## src/rtl/instr_buffer_pkg.sv

```systemverilog
// Shared defaults for the instruction buffer: word width, queue depth and the
// RV32I NOP encoding that the output register holds after reset or flush.
package instr_buffer_pkg;
    localparam int          DEF_DATA_W     = 32;
    localparam int          DEF_DEPTH      = 4;
    localparam logic [31:0] NOP_WORD       = 32'h0000_0013;
    localparam logic [31:0] DEF_RESET_WORD = NOP_WORD;
endpackage

```

## src/rtl/sync_fifo_core.sv

```systemverilog
// Single-clock FIFO holding the queue storage, wrap-around pointers and count.
// Full/empty come from the count so a full queue is never mistaken for empty.
module sync_fifo_core
    import instr_buffer_pkg::*;
#(
    parameter int DATA_W = DEF_DATA_W,
    parameter int DEPTH  = DEF_DEPTH,
    localparam int PTR_W = $clog2(DEPTH),
    localparam int CNT_W = $clog2(DEPTH + 1)
) (
    input  logic              clk_i,
    input  logic              rst_ni,
    input  logic              clr_i,
    input  logic              push_i,
    input  logic              pop_i,
    input  logic [DATA_W-1:0] d_i,
    output logic [DATA_W-1:0] head_o,
    output logic [CNT_W-1:0]  count_o,
    output logic              empty_o,
    output logic              full_o
);
    logic [DATA_W-1:0] mem_q [DEPTH];
    logic [PTR_W-1:0]  wr_ptr_q, wr_ptr_d;
    logic [PTR_W-1:0]  rd_ptr_q, rd_ptr_d;
    logic [CNT_W-1:0]  count_q, count_d;

    always_comb begin
        wr_ptr_d = wr_ptr_q;
        rd_ptr_d = rd_ptr_q;
        count_d  = count_q;
        if (clr_i) begin
            wr_ptr_d = '0;
            rd_ptr_d = '0;
            count_d  = '0;
        end else begin
            if (push_i) wr_ptr_d = wr_ptr_q + PTR_W'(1);
            if (pop_i)  rd_ptr_d = rd_ptr_q + PTR_W'(1);
            case ({push_i, pop_i})
                2'b10:   count_d = count_q + CNT_W'(1);
                2'b01:   count_d = count_q - CNT_W'(1);
                default: count_d = count_q;
            endcase
        end
    end

    always_ff @(posedge clk_i) begin
        if (!rst_ni) begin
            wr_ptr_q <= '0;
            rd_ptr_q <= '0;
            count_q  <= '0;
        end else begin
            wr_ptr_q <= wr_ptr_d;
            rd_ptr_q <= rd_ptr_d;
            count_q  <= count_d;
        end
    end

    // Storage is deliberately left unreset; stale entries are never readable.
    always_ff @(posedge clk_i) begin
        if (push_i && !clr_i) mem_q[wr_ptr_q] <= d_i;
    end

    assign head_o  = mem_q[rd_ptr_q];
    assign count_o = count_q;
    assign empty_o = (count_q == '0);
    assign full_o  = (count_q == CNT_W'(DEPTH));
endmodule

```

## src/rtl/instr_buffer.sv

```systemverilog
// Instruction buffer: FIFO of fetched words feeding a registered instruction
// output, with same-cycle bypass when the queue is empty and flush priority.
module instr_buffer
    import instr_buffer_pkg::*;
#(
    parameter int                 DATA_W     = DEF_DATA_W,
    parameter int                 DEPTH      = DEF_DEPTH,
    parameter logic [DATA_W-1:0]  RESET_WORD = DATA_W'(DEF_RESET_WORD),
    localparam int                CNT_W      = $clog2(DEPTH + 1)
) (
    input  logic              clk_i,
    input  logic              rst_ni,
    input  logic              in_valid_i,
    input  logic [DATA_W-1:0] d_i,
    output logic              in_ready_o,
    input  logic              enable_i,
    input  logic              flush_i,
    output logic [DATA_W-1:0] q_o,
    output logic              q_valid_o,
    output logic [CNT_W-1:0]  count_o,
    output logic              empty_o,
    output logic              full_o
);
    logic [DATA_W-1:0] head;
    logic [DATA_W-1:0] q_q, q_d;
    logic              q_valid_q, q_valid_d;
    logic              push, pop, bypass;

    // Ready depends only on registered fullness and flush, never on enable_i.
    assign in_ready_o = !full_o && !flush_i;
    assign push       = in_valid_i && in_ready_o;
    assign pop        = enable_i && !empty_o && !flush_i;
    assign bypass     = enable_i && empty_o && push;

    sync_fifo_core #(
        .DATA_W (DATA_W),
        .DEPTH  (DEPTH)
    ) u_fifo (
        .clk_i   (clk_i),
        .rst_ni  (rst_ni),
        .clr_i   (flush_i),
        .push_i  (push && !bypass),
        .pop_i   (pop),
        .d_i     (d_i),
        .head_o  (head),
        .count_o (count_o),
        .empty_o (empty_o),
        .full_o  (full_o)
    );

    always_comb begin
        q_d       = q_q;
        q_valid_d = q_valid_q;
        if (flush_i) begin
            q_d       = RESET_WORD;
            q_valid_d = 1'b0;
        end else if (enable_i) begin
            if (pop) begin
                q_d       = head;
                q_valid_d = 1'b1;
            end else if (bypass) begin
                q_d       = d_i;
                q_valid_d = 1'b1;
            end else begin
                q_valid_d = 1'b0;
            end
        end
    end

    always_ff @(posedge clk_i) begin
        if (!rst_ni) begin
            q_q       <= RESET_WORD;
            q_valid_q <= 1'b0;
        end else begin
            q_q       <= q_d;
            q_valid_q <= q_valid_d;
        end
    end

    assign q_o       = q_q;
    assign q_valid_o = q_valid_q;
endmodule

```

## config.mk

```make
export PLATFORM = sky130hd
export DESIGN_NAME = instr_buffer
export DESIGN_NICKNAME = d
export VERILOG_FILES = /design/src/rtl/instr_buffer_pkg.sv /design/src/rtl/sync_fifo_core.sv /design/src/rtl/instr_buffer.sv
export SDC_FILE = /design/constraint.sdc
export NUM_CORES = 1
export LEC_CHECK = 0
export CORE_AREA = 4 4 111 113
export CTS_CLUSTER_DIAMETER = 200
export DETAILED_ROUTE_END_ITERATION = 10
export DIE_AREA = 0 0 115 117
export MAX_ROUTING_LAYER = met4
export PLACE_DENSITY_LB_ADDON = 0.05
export SLEW_MARGIN = 20
export SYNTH_ARGS = -nofsm -noshare
export SYNTH_HDL_FRONTEND = slang
export SYNTH_SLANG_ARGS = --single-unit
```

## constraint.sdc

```tcl
create_clock -name clk_i -period 9.09 [get_ports clk_i]
set_input_delay 2.727 -clock clk_i [delete_from_list [all_inputs] [get_ports clk_i]]
set_output_delay 2.727 -clock clk_i [all_outputs]
set_load 0.01 [all_outputs]
```

==> results.sh, run 1 <==
export IMPL_outcome="finished clean"
export IMPL_vias=3736
export IMPL_arrival_ps=3810
export IMPL_area_growth_syn_to_layout_pct=21.1
export IMPL_synth_distinct_cells=36
export IMPL_avgSynthCellArea_um2=16.6
export IMPL_numCtsBuffers=17
export IMPL_post_cts_buffers=0
export IMPL_ant_nets=0
export IMPL_synth_cells=404
export IMPL_leakage_nw=2.54
export IMPL_worst_clock_skew_ps=8.51
export IMPL_antenna_cells=0
export IMPL_dr_pass1_iters=5
export IMPL_gr_total_overflow=0
export IMPL_dpl_hpwl_mm=7.10
export IMPL_ys_flop_type="edfxtp_1"
export IMPL_h_tree_depth=4
export IMPL_fmax_mhz=153
export IMPL_cp_end_kind="primary output"
export IMPL_start_util_pct=59.4
export IMPL_hp_class="flip-flop to flip-flop"
export IMPL_crit_top_cell="clkdlybuf4s50_1"
export IMPL_grt_first_pass_wirelength_mm=21.5
export IMPL_grt_max_degree=35
export IMPL_root_buffer="clkbuf_16"
export IMPL_wl_per_cell_um=21.1
export IMPL_start_kind="input pin"
export IMPL_synth_yosys_warnings=0
export IMPL_hold_viol_final=0
export IMPL_synth_area_um2=6720
export IMPL_whs_ps=480
export IMPL_tightest_slew_ps=1070
export IMPL_die_area_um2=13500
export IMPL_rrSetupSlack_ps=5960
export IMPL_fp_dieW_um=115
export IMPL_tns_ps=0
export IMPL_utilization_pct=71.9
export IMPL_relSlewSlack_pct=28.7
export IMPL_cts_tree="built"
export IMPL_vdd_drop_max_mv=0.155
export IMPL_fin_crit_ps=6530
export IMPL_rr_startpoint="u_fifo.count_o[2]"
export IMPL_core_area_um2=11300
export IMPL_synth_edf_count=128
export IMPL_cts_sinks=170
export IMPL_worstPathRequired_ps=6360
export IMPL_clk_path_buf_depth=2
export IMPL_grt_pass1_vias=3982
export IMPL_setup_viol=0
export IMPL_finalCritPeriodShare_pct=71.9
export IMPL_worstSetupPathType="input pin to primary output"
export IMPL_synth_seq_cells=170
export IMPL_antenna_found_initial=0
export IMPL_drc=0
export IMPL_ios=76
export IMPL_min_to="q_valid_o"
export IMPL_slowest_stage="clkdlybuf4s50_1"
export IMPL_holdPathStages=2
export IMPL_synth_async_sr_flop_share_pct=0
export IMPL_fillCellCount=733
export IMPL_gp_congestion=0.704
export IMPL_cpPeakStageDelay_ps=540
export IMPL_crit_path_max_fanout=3
export IMPL_maxCapViolCount=0
export IMPL_power_density_nw_per_um2=207
export IMPL_min_delay_start="q_valid_o"
export IMPL_path_clk_slew_ps=60
export IMPL_drt_wl_total_mm=13.4
export IMPL_drive_above_1_share_pct=21.4
export IMPL_crit_chain="clkdlybuf4s50_1, nor2_1, clkdlybuf4s50_1"
export IMPL_reg2regPathDepth=9
export IMPL_dieHeight_um=117
export IMPL_row_count=39
export IMPL_rsz0062_at_grt="no"
export IMPL_clock_latency_ps=420
export IMPL_cts_resized=0
export IMPL_vias_per_cell=5.90
export IMPL_postCtsHoldBufs=0
export IMPL_r2r_end="u_fifo.count_o[2]"
export IMPL_syn_nets=447
export IMPL_ys_seq_area_share_pct=69.7
export IMPL_drt_initial_drc_count=227
export IMPL_crit_path_start="flush_i"
export IMPL_slew_violations=0
export IMPL_grt_use_total_pct=22.4
export IMPL_fin_nets=520
export IMPL_port_buffers=75
[metrics by stage]
stage                     total power, mW  instances  worst slack (ps)  instance area [um2]
after floorplan                     0.897        404              3470                 6720
after global placement              0.933        601              2550                 7500
after detailed placement            0.935        601              2570                 7500
after CTS                            1.70        633              2550                 8140
after global routing                 1.74        633              2500                 8140
final                                1.69        633              2560                 8140
[per-layer routing]
layer  up-vias  share of wire [%]  track usage, %
met4         0               0.99            5.95
met5         -                  0               -
met3        12                6.3            5.91
met2       123                 50            35.2
met1      1908                 42            29.4
li1       1693                  -               -
[flip-flops by register name, summed over array words and instances (netlist names), named ones only]
register	flops
u_fifo.rd_ptr_q	2
u_fifo.wr_ptr_q	2
u_fifo.count_o	3
u_fifo.mem_q	128
q_o	32
q_valid_o	1
[where the power goes]
group,internal [mW],switching [mW]
Combinational,0.0328,0.0386
Sequential,0.843,0.00355
Clock,0.486,0.284
[cells in the final DEF (no fill, tap or decap), drive strengths merged]
cell type	n
nor2	40
xor2	3
and2	4
dfxtp	42
clkinvlp	1
nand3	1
and3	1
a31oi	3
clkdlybuf4s50	75
or3	2
a211oi	29
a21oi	32
o311a	1
clkbuf	19
nor3	3
bufinv	5
clkinv	6
xnor2	2
edfxtp	128
ha	5
o21ai	2
nand2b	1
o21a	1
inv	10
fa	1
mux2i	1
buf	2
nand2	37
mux4	32
and2b	1
[worst max-delay path: cells and delay by family]
kind,cells,cell delay (ps)
buffers and inverters,2,970
AND/OR/NAND/NOR,1,110
[synthesized netlist by cell type (all sizes together), types with 2 or more instances]
library cell | n | area, um2
or3 | 2 | 18.8
a21oi | 32 | 160
inv | 9 | 33.8
edfxtp | 128 | 3840
buf | 19 | 143
ha | 5 | 62.6
nand2 | 37 | 149
nor2 | 40 | 150
o21ai | 2 | 21.3
a31oi | 3 | 18.8
xnor2 | 2 | 17.5
dfxtp | 42 | 841
xor2 | 3 | 26.3
and2 | 4 | 25.0
nor3 | 3 | 15.0
clkbuf | 4 | 25.0
a211oi | 29 | 363
mux4 | 32 | 724
[layout make-up]
class | count | area, um2 | share of cell area, %
Clock buffer | 19 | 433 | 5.32
Multi-Input combinational cell | 202 | 1840 | 22.6
Inverter | 9 | 33.8 | 0.415
Tap cell | 143 | 179 | 2.20
Clock inverter | 13 | 199 | 2.45
Timing Repair Buffer | 77 | 766 | 9.41
Sequential cell | 170 | 4690 | 57.6
[how the worst max path moves through the flow]
stage,cells after the start,endpoint,slack (ps)
2_1_floorplan,1,in_ready_o,3470
3_3_place_gp,3,in_ready_o,2550
3_5_place_dp,3,in_ready_o,2570
4_1_cts,3,in_ready_o,2550
5_1_grt,3,in_ready_o,2500
6_report,3,in_ready_o,2560
[cell families (layout without fill, tap and decap cells)]
family	after synthesis	in the layout	share of synthesized area, %
flip-flops	170	170	69.7
AND/OR/NAND/NOR	90	90	5.72
AO/OA/AOI/OAI	68	68	8.75
multiplexers	33	33	10.9
buffers and inverters	32	118	3.00
adder cells (fa/ha/maj)	6	6	1.23
XOR/XNOR	5	5	0.652
No activity file was read; power rests on OpenSTA's default activity.
==> run 2: changes to the inputs <==
--- a/config.mk
+++ b/config.mk
@@ -5,10 +5,10 @@
 export SDC_FILE = /design/constraint.sdc
 export NUM_CORES = 1
 export LEC_CHECK = 0
-export CORE_AREA = 4 4 111 113
+export CORE_AREA = 4 4 115 117
 export CTS_CLUSTER_DIAMETER = 200
 export DETAILED_ROUTE_END_ITERATION = 10
-export DIE_AREA = 0 0 115 117
+export DIE_AREA = 0 0 119 121
 export MAX_ROUTING_LAYER = met4
 export PLACE_DENSITY_LB_ADDON = 0.05
 export SLEW_MARGIN = 20
==> constraint.sdc (replaced) <==
create_clock -name clk_i -period 6.18 [get_ports clk_i]
set_input_delay 1.854 -clock clk_i [delete_from_list [all_inputs] [get_ports clk_i]]
set_output_delay 1.854 -clock clk_i [all_outputs]
set_load 0.01 [all_outputs]
==> run 2 against run 1 <==
Net effect: register-to-register slack worse by 2300 ps; via count shrank 1.6%; critical endpoint unchanged; core utilization fell by 5.8 points; combinational power up 49%; critical path depth is the same; wire length down 0.46%; flip-flop and latch count unchanged; sequential share of layout area decreased by 0.20 points; count of clock-buffer cells in the layout stayed put; non-clock buffer count is 1 higher; largest power group unchanged.
==> results.sh, run 2 (same netlist as run 1, synthesis figures left out) <==
export IMPL_start_util_pct=54.3
export IMPL_area_growth_syn_to_layout_pct=21.5
export IMPL_outcome="finished clean"
export IMPL_dp_cells=631
export IMPL_antenna_cells=0
export IMPL_fin_nets=521
export IMPL_gp_congestion=0.723
export IMPL_cts_resized=0
export IMPL_slew_violations=0
export IMPL_row_count=41
export IMPL_drt_wl_total_mm=13.3
export IMPL_regMostFlops="u_fifo.mem_q"
export IMPL_worst_clock_skew_ps=5.68
export IMPL_worstSetupPathType="input pin to primary output"
export IMPL_drt_initial_drc_count=273
export IMPL_dpl_hpwl_mm=7.35
export IMPL_crit_chain="clkdlybuf4s50_1, nor2_1, clkdlybuf4s50_1"
export IMPL_ant_nets=0
export IMPL_port_buffers=75
export IMPL_antenna_found_initial=0
export IMPL_finalCritPeriodShare_pct=77.5
export IMPL_dr_pass1_iters=4
export IMPL_clock_latency_ps=410
export IMPL_dieHeight_um=121
export IMPL_wl_per_cell_um=20.1
export IMPL_clk_path_buf_depth=2
export IMPL_fp_dieW_um=119
export IMPL_maxCapViolCount=0
export IMPL_setup_viol=0
export IMPL_cp_end_kind="primary output"
export IMPL_final_cell_mix="edfxtp_1 (128), clkdlybuf4s50_1 (75), nor2_1 (40), dfxtp_1 (40), nand2_1 (35)"
export IMPL_postCtsHoldBufs=0
export IMPL_path_clk_slew_ps=60
export IMPL_post_cts_buffers=0
export IMPL_fmax_mhz=209
export IMPL_grt_pass1_vias=3936
export IMPL_hp_class="flip-flop to flip-flop"
export IMPL_relSlewSlack_pct=23.7
export IMPL_ios=76
export IMPL_drc=0
export IMPL_crit_top_cell="clkdlybuf4s50_1"
export IMPL_crit_path_max_fanout=3
export IMPL_drive_above_1_share_pct=22.0
export IMPL_grt_first_pass_wirelength_mm=21.4
export IMPL_fillCellCount=889
export IMPL_rsz0062_at_grt="no"
export IMPL_worstPathRequired_ps=4330
export IMPL_slowest_stage="clkdlybuf4s50_1"
export IMPL_fin_crit_ps=4790
export IMPL_vias=3676
export IMPL_power_density_nw_per_um2=300
export IMPL_gr_total_overflow=0
export IMPL_h_tree_depth=4
export IMPL_hold_viol_final=0
export IMPL_leakage_nw=2.54
export IMPL_start_kind="input pin"
export IMPL_final_common_cell="edfxtp_1"
export IMPL_vias_per_cell=5.54
export IMPL_grt_max_degree=34
export IMPL_cpPeakStageDelay_ps=540
export IMPL_numCtsBuffers=17
export IMPL_fin_cells=663
export IMPL_grt_use_total_pct=20.3
export IMPL_largest_register_ffs=128
export IMPL_die_area_um2=14400
export IMPL_arrival_ps=2940
export IMPL_cts_tree="built"
export IMPL_tightest_slew_ps=1140
export IMPL_tns_ps=0
export IMPL_vdd_drop_max_mv=0.208
export IMPL_root_buffer="clkbuf_16"
export IMPL_cts_sinks=170
export IMPL_core_area_um2=12400
-- run 2: cell count changes in the layout (fill, tap and decap cells not counted), sizes merged --
cell / before / now
buf: 2 / 3
bufinv: 5 / 4
clkinvlp: 1 / 2
-- run 2: cell type report --
type | instances | area (um2) | share of cell area (%)
Clock inverter | 13 | 174 | 2.13
Tap cell | 172 | 215 | 2.64
Multi-Input combinational cell | 202 | 1840 | 22.5
Timing Repair Buffer | 78 | 773 | 9.47
Clock buffer | 19 | 443 | 5.43
Sequential cell | 170 | 4690 | 57.4
Inverter | 9 | 33.8 | 0.414
-- run 2: worst paths after layout --
check	start	to	slack [ps]	cells after the start
worst min-delay path	q_valid_o	q_valid_o	480	2
worst min register to register	q_valid_o	q_valid_o	480	2
worst max-delay path	flush_i	in_ready_o	1390	3
worst max register to register	u_fifo.count_o[0]	u_fifo.count_o[2]	3680	9
-- run 2: per-stage QoR --
step	util [%]	total power [mW]	cell area [um2]	setup WS (ps)	hold slack (ps)
after CTS	66.0	2.46	8160	1380	482
after floorplan	-	1.32	6720	2280	485
after global placement	61.0	1.37	7550	1390	471
after global routing	66.0	2.52	8160	1340	508
after detailed placement	61.0	1.38	7550	1390	470
final	66.0	2.45	8160	1390	480
-- run 2: worst max-delay path: cells and delay by family --
family                 cells  cell delay (ps)
buffers and inverters      2              970
AND/OR/NAND/NOR            1              110
-- run 2: layer usage --
layer  routed length, um  share of wire [%]  GRT usage [%]
met5                   0                  0              -
met1                6080                 46           27.6
met4                 144                1.1           7.17
met2                6400                 48           31.0
met3                 679                5.1           3.96
-- run 2: where the power goes --
group	leakage, nW	internal (mW)	switching (mW)
combinational	0.738	0.0483	0.0575
sequential	1.50	1.24	0.00512
clock	0.303	0.684	0.415
==> run 3: changes to the inputs <==
--- a/config.mk
+++ b/config.mk
@@ -5,10 +5,10 @@
 export SDC_FILE = /design/constraint.sdc
 export NUM_CORES = 1
 export LEC_CHECK = 0
-export CORE_AREA = 4 4 115 117
+export CORE_AREA = 4 4 121 123
 export CTS_CLUSTER_DIAMETER = 200
 export DETAILED_ROUTE_END_ITERATION = 10
-export DIE_AREA = 0 0 119 121
+export DIE_AREA = 0 0 125 127
 export MAX_ROUTING_LAYER = met4
 export PLACE_DENSITY_LB_ADDON = 0.05
 export SLEW_MARGIN = 20
==> constraint.sdc (replaced) <==
create_clock -name clk_i -period 4.3 [get_ports clk_i]
set_input_delay 1.29 -clock clk_i [delete_from_list [all_inputs] [get_ports clk_i]]
set_output_delay 1.29 -clock clk_i [all_outputs]
set_load 0.01 [all_outputs]
==> run 3 against run 2 <==
Net effect: count of clock-buffer cells in the layout rose by 7; final cell count up 2.4%; sequential share of layout area decreased by 0.31 points; design area grew 0.55%; first-iteration DRC count is 28% lower; largest power group unchanged; global-route usage down 1.9 points; largest cell class unchanged.
==> results.sh, run 3 (same netlist as run 1, synthesis figures left out) <==
export IMPL_hold_viol_final=0
export IMPL_ant_nets=0
export IMPL_die_area_um2=15900
export IMPL_cts_sinks=170
export IMPL_fmax_mhz=273
export IMPL_fp_dieW_um=125
export IMPL_fin_area_um2=8210
export IMPL_postCtsHoldBufs=0
export IMPL_start_util_pct=49.2
export IMPL_cts_tree="built"
export IMPL_power_density_nw_per_um2=416
export IMPL_cts_resized=0
export IMPL_gp_congestion=0.714
export IMPL_maxCapViolCount=0
export IMPL_cp_end_kind="primary output"
export IMPL_rsz0062_at_grt="no"
export IMPL_final_common_cell="edfxtp_1"
export IMPL_vdd_drop_max_mv=0.263
export IMPL_antenna_cells=0
export IMPL_worst_clock_skew_ps=6.27
export IMPL_wl_per_cell_um=20.0
export IMPL_area_growth_syn_to_layout_pct=22.2
export IMPL_port_buffers=75
export IMPL_grtUsageMet1_pct=23.9
export IMPL_drt_initial_drc_count=196
export IMPL_grt_max_degree=34
export IMPL_clock_latency_ps=420
export IMPL_tns_ps=0
export IMPL_vias=3709
export IMPL_antenna_found_initial=0
export IMPL_ios=76
export IMPL_largest_register_ffs=128
export IMPL_grt_busiest_layer="met2"
export IMPL_drive_above_1_share_pct=22.6
export IMPL_slowest_stage="clkdlybuf4s50_1"
export IMPL_hp_class="flip-flop to flip-flop"
export IMPL_dr_pass1_iters=4
export IMPL_cpPeakStageDelay_ps=540
export IMPL_relSlewSlack_pct=36.4
export IMPL_regMostFlops="u_fifo.mem_q"
export IMPL_arrival_ps=2380
export IMPL_h_tree_depth=4
export IMPL_gr_total_overflow=0
export IMPL_start_kind="input pin"
export IMPL_leakage_nw=2.57
export IMPL_fin_nets=529
export IMPL_crit_path_max_fanout=3
export IMPL_final_cell_mix="edfxtp_1 (128), clkdlybuf4s50_1 (75), nor2_1 (40), dfxtp_1 (40), nand2_1 (35)"
export IMPL_dpl_hpwl_mm=8.13
export IMPL_setup_viol=0
export IMPL_tightest_slew_ps=951
export IMPL_grt_use_total_pct=18.4
export IMPL_row_count=43
export IMPL_slew_violations=0
export IMPL_clk_path_buf_depth=2
export IMPL_place_area_um2=7630
export IMPL_grt_util_met2_pct=29.3
export IMPL_vias_per_cell=5.46
export IMPL_numCtsBuffers=17
export IMPL_outcome="finished clean"
export IMPL_drt_wl_total_mm=13.6
export IMPL_worstPathRequired_ps=3010
export IMPL_post_cts_buffers=0
export IMPL_dieHeight_um=127
export IMPL_core_area_um2=13700
export IMPL_met3_usage_pct=4.26
export IMPL_grt_first_pass_wirelength_mm=21.6
export IMPL_grt_pass1_vias=3926
export IMPL_worstSetupPathType="input pin to primary output"
export IMPL_crit_chain="clkdlybuf4s50_1, nor2_1, clkdlybuf4s50_1"
export IMPL_crit_top_cell="clkdlybuf4s50_1"
export IMPL_finalCritPeriodShare_pct=85.3
export IMPL_root_buffer="clkbuf_16"
export IMPL_drc=0
export IMPL_path_clk_slew_ps=60
export IMPL_fin_crit_ps=3670
## run 3: cell count changes in the layout (fill, tap and decap cells not counted), moves of 3 or more
cell | previous run | this run
buf_4 | 3 | 10
bufinv_16 | 4 | 1
clkinv_2 | 6 | 3
clkbuf_1 | 1 | 4
clkbuf_8 | 1 | 4
## run 3: through the flow
| step | total power [mW] | std cells | hold WS, ps | util, % | worst slack (ps) |
|---|---|---|---|---|---|
| 2_1_floorplan | 1.90 | 404 | 485 | - | 963 |
| 3_3_place_gp | 1.98 | 647 | 474 | 55.8 | 635 |
| 3_5_place_dp | 1.98 | 647 | 465 | 55.8 | 506 |
| 4_1_cts | 3.45 | 679 | 480 | 60.1 | 626 |
| 5_1_grt | 3.53 | 679 | 533 | 60.1 | 586 |
| 6_report | 3.41 | 679 | 478 | 60.1 | 633 |
## run 3: where the power goes
| part | internal, mW | switching (mW) | total, mW |
|---|---|---|---|
| registers | 1.78 | 0.00741 | 1.79 |
| clock network | 0.891 | 0.577 | 1.47 |
| logic | 0.0711 | 0.0821 | 0.153 |
## run 3: final timing paths
| check | from | end | slack [ps] | cells after the start |
|---|---|---|---|---|
| worst max-delay path | flush_i | in_ready_o | 630 | 3 |
| worst min-delay path | q_valid_o | q_valid_o | 480 | 2 |
| worst min register to register | q_valid_o | q_valid_o | 480 | 2 |
| worst max register to register | u_fifo.count_o[2] | u_fifo.count_o[2] | 1860 | 9 |
## run 3: worst max-delay path, delay by kind of cell
family / cells / cell delay, ps
and+or+nand+nor: 1 / 110
buffers and inverters: 2 / 980
## run 3: layout make-up
class,count,area [um2]
Fill cell,1066,5460
Sequential cell,170,4690
Multi-Input combinational cell,202,1840
Timing Repair Buffer,86,846
Clock buffer,26,520
Tap cell,180,225
Clock inverter,6,58.8
Inverter,9,33.8
## run 3: routing by layer
metal / part of all wire (%) / vias to the layer above / wire, um
li1: - / 1704 / -
met1: 46 / 1928 / 6180
met2: 50 / 64 / 6800
met3: 3.2 / 13 / 430
met4: 1.2 / 0 / 164
met5: 0 / - / 0
